File: src/rtl/adder_tree_pipe.sv
// Fully pipelined N-input adder tree, one register stage per level, with a
// running accumulator and sticky overflow flag on the tree output.
module adder_tree_pipe #(
  parameter int N_IN   = 16,
  parameter int W_IN   = 4,
  parameter int SIGNED = 0,
  parameter int W_ACC  = 16
) (
  input  logic                              clk_i,
  input  logic                              rst_i,
  input  logic [N_IN*W_IN-1:0]              data_i,
  input  logic                              valid_i,
  input  logic                              first_i,
  output logic [W_IN+$clog2(N_IN)-1:0]      sum_o,
  output logic                              valid_o,
  output logic [W_ACC-1:0]                  acc_o,
  output logic                              acc_valid_o,
  output logic                              ovf_o
);

  localparam int LV    = $clog2(N_IN);
  localparam int W_SUM = W_IN + LV;
  localparam bit SGN   = (SIGNED != 0);

  // Level gi holds N_IN>>gi partial sums, each one bit wider than its sources.
  for (genvar gi = 1; gi <= LV; gi++) begin : g_lvl
    localparam int NE = N_IN >> gi;
    localparam int WA = W_IN + gi - 1;
    localparam int WO = WA + 1;

    logic [2*NE*WA-1:0] src;
    logic               src_valid;
    logic               src_first;
    logic [NE*WO-1:0]   sum_next;
    logic [NE*WO-1:0]   sum_reg;
    logic               valid_reg;
    logic               first_reg;

    if (gi == 1) begin : g_src
      assign src       = data_i;
      assign src_valid = valid_i;
      assign src_first = first_i;
    end else begin : g_src
      assign src       = g_lvl[gi-1].sum_reg;
      assign src_valid = g_lvl[gi-1].valid_reg;
      assign src_first = g_lvl[gi-1].first_reg;
    end

    for (genvar gj = 0; gj < NE; gj++) begin : g_add
      logic [WA-1:0] a;
      logic [WA-1:0] b;
      assign a = src[(2*gj)*WA +: WA];
      assign b = src[(2*gj+1)*WA +: WA];
      assign sum_next[gj*WO +: WO] = {SGN & a[WA-1], a} + {SGN & b[WA-1], b};
    end

    // Data only moves with a valid token so the output holds across bubbles.
    always_ff @(posedge clk_i or posedge rst_i) begin
      if (rst_i) begin
        sum_reg   <= '0;
        valid_reg <= 1'b0;
        first_reg <= 1'b0;
      end else begin
        valid_reg <= src_valid;
        first_reg <= src_valid & src_first;
        if (src_valid) begin
          sum_reg <= sum_next;
        end
      end
    end
  end

  logic               last_first;
  logic [W_ACC-1:0]   sum_ext;
  logic [W_ACC-1:0]   acc_reg;
  logic [W_ACC-1:0]   acc_next;
  logic [W_ACC:0]     add_full;
  logic               acc_valid_reg;
  logic               ovf_reg;
  logic               ovf_det;

  assign sum_o      = g_lvl[LV].sum_reg;
  assign valid_o    = g_lvl[LV].valid_reg;
  assign last_first = g_lvl[LV].first_reg;

  if (SGN) begin : g_ext
    assign sum_ext = W_ACC'($signed(sum_o));
  end else begin : g_ext
    assign sum_ext = W_ACC'(sum_o);
  end

  always_comb begin
    add_full = {1'b0, acc_reg} + {1'b0, sum_ext};
    acc_next = add_full[W_ACC-1:0];
    if (SGN) begin
      ovf_det = (acc_reg[W_ACC-1] == sum_ext[W_ACC-1]) &&
                (acc_next[W_ACC-1] != acc_reg[W_ACC-1]);
    end else begin
      ovf_det = add_full[W_ACC];
    end
  end

  // A first-flagged result reloads the accumulator and clears the sticky flag.
  always_ff @(posedge clk_i or posedge rst_i) begin
    if (rst_i) begin
      acc_reg       <= '0;
      acc_valid_reg <= 1'b0;
      ovf_reg       <= 1'b0;
    end else begin
      acc_valid_reg <= valid_o;
      if (valid_o) begin
        if (last_first) begin
          acc_reg <= sum_ext;
          ovf_reg <= 1'b0;
        end else begin
          acc_reg <= acc_next;
          ovf_reg <= ovf_reg | ovf_det;
        end
      end
    end
  end

  assign acc_o       = acc_reg;
  assign acc_valid_o = acc_valid_reg;
  assign ovf_o       = ovf_reg;

endmodule

File: config.mk
export PLATFORM = sky130hd
export DESIGN_NAME = adder_tree_pipe
export DESIGN_NICKNAME = d
export VERILOG_FILES = /design/src/rtl/adder_tree_pipe.sv
export SDC_FILE = /design/constraint.sdc
export NUM_CORES = 1
export LEC_CHECK = 0
export ABC_CLOCK_PERIOD_IN_PS = 4100
export BUFFER_PORTS_ARGS = -buffer_cell sky130_fd_sc_hd__clkbuf_2
export CAP_MARGIN = 20
export CORE_ASPECT_RATIO = 1.75
export CORE_UTILIZATION = 40
export DETAILED_ROUTE_END_ITERATION = 7
export GPL_TIMING_DRIVEN = 1
export PLACE_DENSITY_LB_ADDON = 0.25
export SLEW_MARGIN = 15
export SYNTH_ARGS = -nofsm -noshare
export SYNTH_HDL_FRONTEND = slang
export SYNTH_SLANG_ARGS = --single-unit
File: constraint.sdc
create_clock -name clk_i -period 4.1 [get_ports clk_i]
set_input_delay 0 -clock clk_i [delete_from_list [all_inputs] [get_ports clk_i]]
set_output_delay 0 -clock clk_i [all_outputs]
set_load 0.01 [all_outputs]
# [After elaboration in Yosys (flattened, before gate mapping)]
# Index checks and enable logic that the tools add are counted.
[word_totals] register_bits=112 out_inout_bits=27
[op_classes] add_sub_neg=16 n_mux=2 bitwise=5
[ops] operator="4-bit by 4-bit adder with 5-bit output" n=8
[ops] operator="5-bit by 5-bit adder with 6-bit output" n=4
[ops] operator="16-bit by 8-bit adder with 17-bit output" n=1
[ops] operator="16-bit 2-to-1 mux" n=1
[ops] operator="6-bit by 6-bit adder with 7-bit output" n=2
[ops] operator="7-bit by 7-bit adder with 8-bit output" n=1
[ops] operator="1-bit bitwise AND" n=4
[ops] operator="1-bit 2-to-1 mux" n=1
[ops] operator="1-bit bitwise OR" n=1

# [Depth between registers and ports, before layout]
[depth] ltp_word=3 depth_mapped=8 depth_no_buf=8

# [Least setup slack after synthesis]
# No wires, ideal clock.
[synth_path] path_type="flip-flop to flip-flop" start="register g_lvl[4].sum_reg[0], in the netlist sum_o[0]" end="register acc_reg[8], in the netlist acc_o[8]" arrival_time_ps=2018 required_time_ps=3965 slack_ps=1947 path_stages_with_launch=8 n_path_buf=0 cell_sequence="dfrtp_1 > ha_1 > fa_1 > a211oi_2 > o21ai_2 > a31oi_4 > mux2i_1 > o22ai_1"
[synth_via] elab_chain_cells=2
[synth_rtl] item="start: declaration" line_no="35" text="logic [NE*WO-1:0] sum_reg;"
[synth_rtl] item="start signal: assignment" line_no="67" text="sum_reg <= sum_next;"
[synth_rtl] item="16-bit by 8-bit adder with 17-bit output" line_no="93" text="add_full = {1'b0, acc_reg} + {1'b0, sum_ext};"
[synth_rtl] item="16-bit 2-to-1 mux" line_no="112" text="if (last_first) begin"
[synth_rtl] item="end signal: assignment" line_no="113" text="acc_reg <= sum_ext;"
[synth_rtl] item="end signal: assignment" line_no="116" text="acc_reg <= acc_next;"
[synth_rtl] item="end: declaration" line_no="75" text="logic [W_ACC-1:0] acc_reg;"
# Every way passes these cells.
# A chain may end at the register's enable or synchronous reset.

# [Final worst setup path]
# Same ends and word-level chain as after synthesis.

==> metrics <==
Hold Crit Depth=3; Final WS setup=~1700 ps; R2R setup slack=~1700 ps; CTS buffer count=9; DP HPWL=approximately 10000 um; startpoint types=flop; routed vias=a little under 5000; area post-placement=7667 um^2; Post-Route WL=12670 um; reg2reg start=sum_o[0]$_DFFE_PP0P_; Peak VDD IR=approximately 0.33 mV; Sink Count=between 100 and 150; number of global-route vias before repair=4963; largest net degree at the start of global routing=80; gp weighted congestion=just under 0.8; Pleak=approximately 4.0 nW; post-cts repair resize count=0; CP Capture Type=flop; Site Rows=63; Worst-path clk slew=about 70 ps; Top Usage Layer GRT=met2; slew margin rel.=a little over two fifths; Netlist cell types=50; post-layout min period=between 2000 and 2500 ps; leading cell type in the layout, fill and taps excluded=dfrtp_1; drt drc=0; DP Cell Count=957; final cell count without fillers=between 900 and 1000; Max Clk Rate=0.4202 GHz; Setup TNS=0 ps; post-route ant nets=0; Syn Nets=about 820; post-place setup slack=approximately 1700 ps; fin util=47.60%; GR Layer Usage met3=approximately 2.4%; max reg flops=78; hold_sp=data_i[52]; Yosys reg bits=112; clk_lat worst skew=approximately 340 ps; Layout area overhead=16.34%; port bufs=94; die area=17970 um^2; final period utilization=about three fifths; Cells after Synth=approximately 650; Hold WS=about 4.4 ps; layout cell share with drive strength beyond 1=between 20% and 30%; Setup Crit Path Kind=flop to flop; GRT Util Overall=between 15 and 20%; Power Total=between 5 and 6 mW; worst r2r dst=acc_o[8]$_DFFE_PP0P_; wire per inst=~13 um; Worst Hold Endpoint=g_lvl[1].sum_reg[30]$_DFFE_PP0P_; Worst EP required=around 4300 ps; GRT overflow=0; syn avg cell area=between 10 and 15 um^2; Worst Tran Pin Value=just under 900 ps; Final Hold Viols=0; most frequent cells in the layout=dfrtp_1 (112), clkbuf_2 (94), ha_1 (79); Synth Cell Area=between 6000 and 7000 um^2; P per Cell Area=662.6 nW/um^2; CTS tree=yes; met2 Use GR=29.42%; first-pass GRT wire length=roughly 22000 um; I/O pins=95; type of the worst min-delay path=input port to flop; Final Setup Violations=0; Die Y=about 180 um; R2R depth=7; die width=101.8 um; core area=between 15000 and 20000 um^2; DR pass1 iterations=4; Arr. time, crit path=between 2000 and 3000 ps; yosys warns=0; run status=complete, no violations; vias per cell=about 5; Starting Density=between 40% and 50%; clock root cell=clkbuf_16; ANT cells=0; fin. max-slew vios=0; CP max FO=7; Post-Layout Inst Area=a little over 8000 um^2; register area share after synthesis=around two fifths; Max Buffers Root-to-Sink=2; initial DRC count=70; H-tree levels=3; GR Util met1=15.68%; initial antenna violation count=0; RSZ-0062 raised after global routing=false; max cap viols=0; Final #Nets=between 900 and 1000; clock skew=approximately 8.6 ps
## worst max-delay path: stages (launching register included)
cell and delay (ps):
dfrtp_1 410, ha_1 240, fa_1 460, a211oi_2 350, o21ai_2 130, a31oi_4 310
mux2i_1 230, o22ai_1 100
## per-layer routing
metal	part of all wire, %	up-vias
li1	-	2473
met1	40	2330
met2	55	84
met3	3.0	19
met4	2.0	0
met5	0	-
## worst max path at each step
stage                              start                    to  slack (ps)  cells after the start
finish              sum_o[0]$_DFFE_PP0P_  acc_o[8]$_DFFE_PP0P_        1720                      7
global route        sum_o[0]$_DFFE_PP0P_  acc_o[8]$_DFFE_PP0P_        1620                      7
CTS                 sum_o[0]$_DFFE_PP0P_  acc_o[8]$_DFFE_PP0P_        1690                      7
detailed placement  sum_o[0]$_DFFE_PP0P_  acc_o[8]$_DFFE_PP0P_        1720                      7
global placement    sum_o[0]$_DFFE_PP0P_  acc_o[8]$_DFFE_PP0P_        1820                      7
floorplan                          rst_i  acc_o[0]$_DFFE_PP0P_        1140                      1
## timing repair
item                      CTS  global route
hold endpoints to repair   83             0
hold buffers                8             0
buffers inserted            0             0
## synth_stat cells, drive strengths merged
cell type / instances / share of area [%]
dfrtp: 112 / 40
ha: 79 / 14
a21oi: 75 / 5.4
inv: 65 / 3.5
mux2: 53 / 8.6
nor2: 40 / 2.2
xnor2: 39 / 4.9
a21o: 35 / 3.8
nand2: 20 / 1.1
fa: 16 / 4.6
clkbuf: 13 / 0.70
mux2i: 11 / 1.6
o21bai: 11 / 1.2
nand3: 10 / 0.79
o21ai: 9 / 0.70
buf: 5 / 0.32
nand3b: 5 / 0.54
nor3: 5 / 0.36
and2: 4 / 0.36
nand2b: 4 / 0.36
nand4: 4 / 0.36
nor2b: 4 / 0.36
a211oi: 3 / 0.40
a21boi: 3 / 0.32
a31oi: 3 / 0.48
o211ai: 3 / 0.32
or3: 3 / 0.27
a311oi: 2 / 0.25
nand4b: 2 / 0.25
o21a: 2 / 0.22
o311ai: 2 / 0.25
a2111o: 1 / 0.16
a2111oi: 1 / 0.13
a22oi: 1 / 0.11
and3: 1 / 0.090
and3b: 1 / 0.14
nor3b: 1 / 0.11
o22ai: 1 / 0.090
o31ai: 1 / 0.11
or4: 1 / 0.11
or4b: 1 / 0.14
## power breakdown
part           switching [mW]  total, mW  internal, mW  leakage, nW
clock network           0.394      0.929         0.536        0.152
logic                    1.32       2.65          1.33         2.53
registers               0.315       1.79          1.48         1.31
total                    2.03       5.37          3.34         3.99
## cells by family after synthesis
family	Yosys count	share of synthesized area (%)
xor gates and xnor gates	39	4.903
DFF	112	40.23
buffers and inverters	83	4.526
muxes	64	10.15
AOI/OAI and AO/OA	153	13.94
and+or+nand+nor	106	7.471
adders and majority gates	95	18.79
## layout make-up
cell class              instances  area (um^2)
clock inverters                 6        90.09
clock buffers                   9        225.2
multi-input cells             457         3849
flip-flops and latches        112         2803
fillers                      1636         8921
inverters                      65        246.5
well taps                     227        284.0
repair buffers                106        608.1
(Power assumes the default switching activity.)
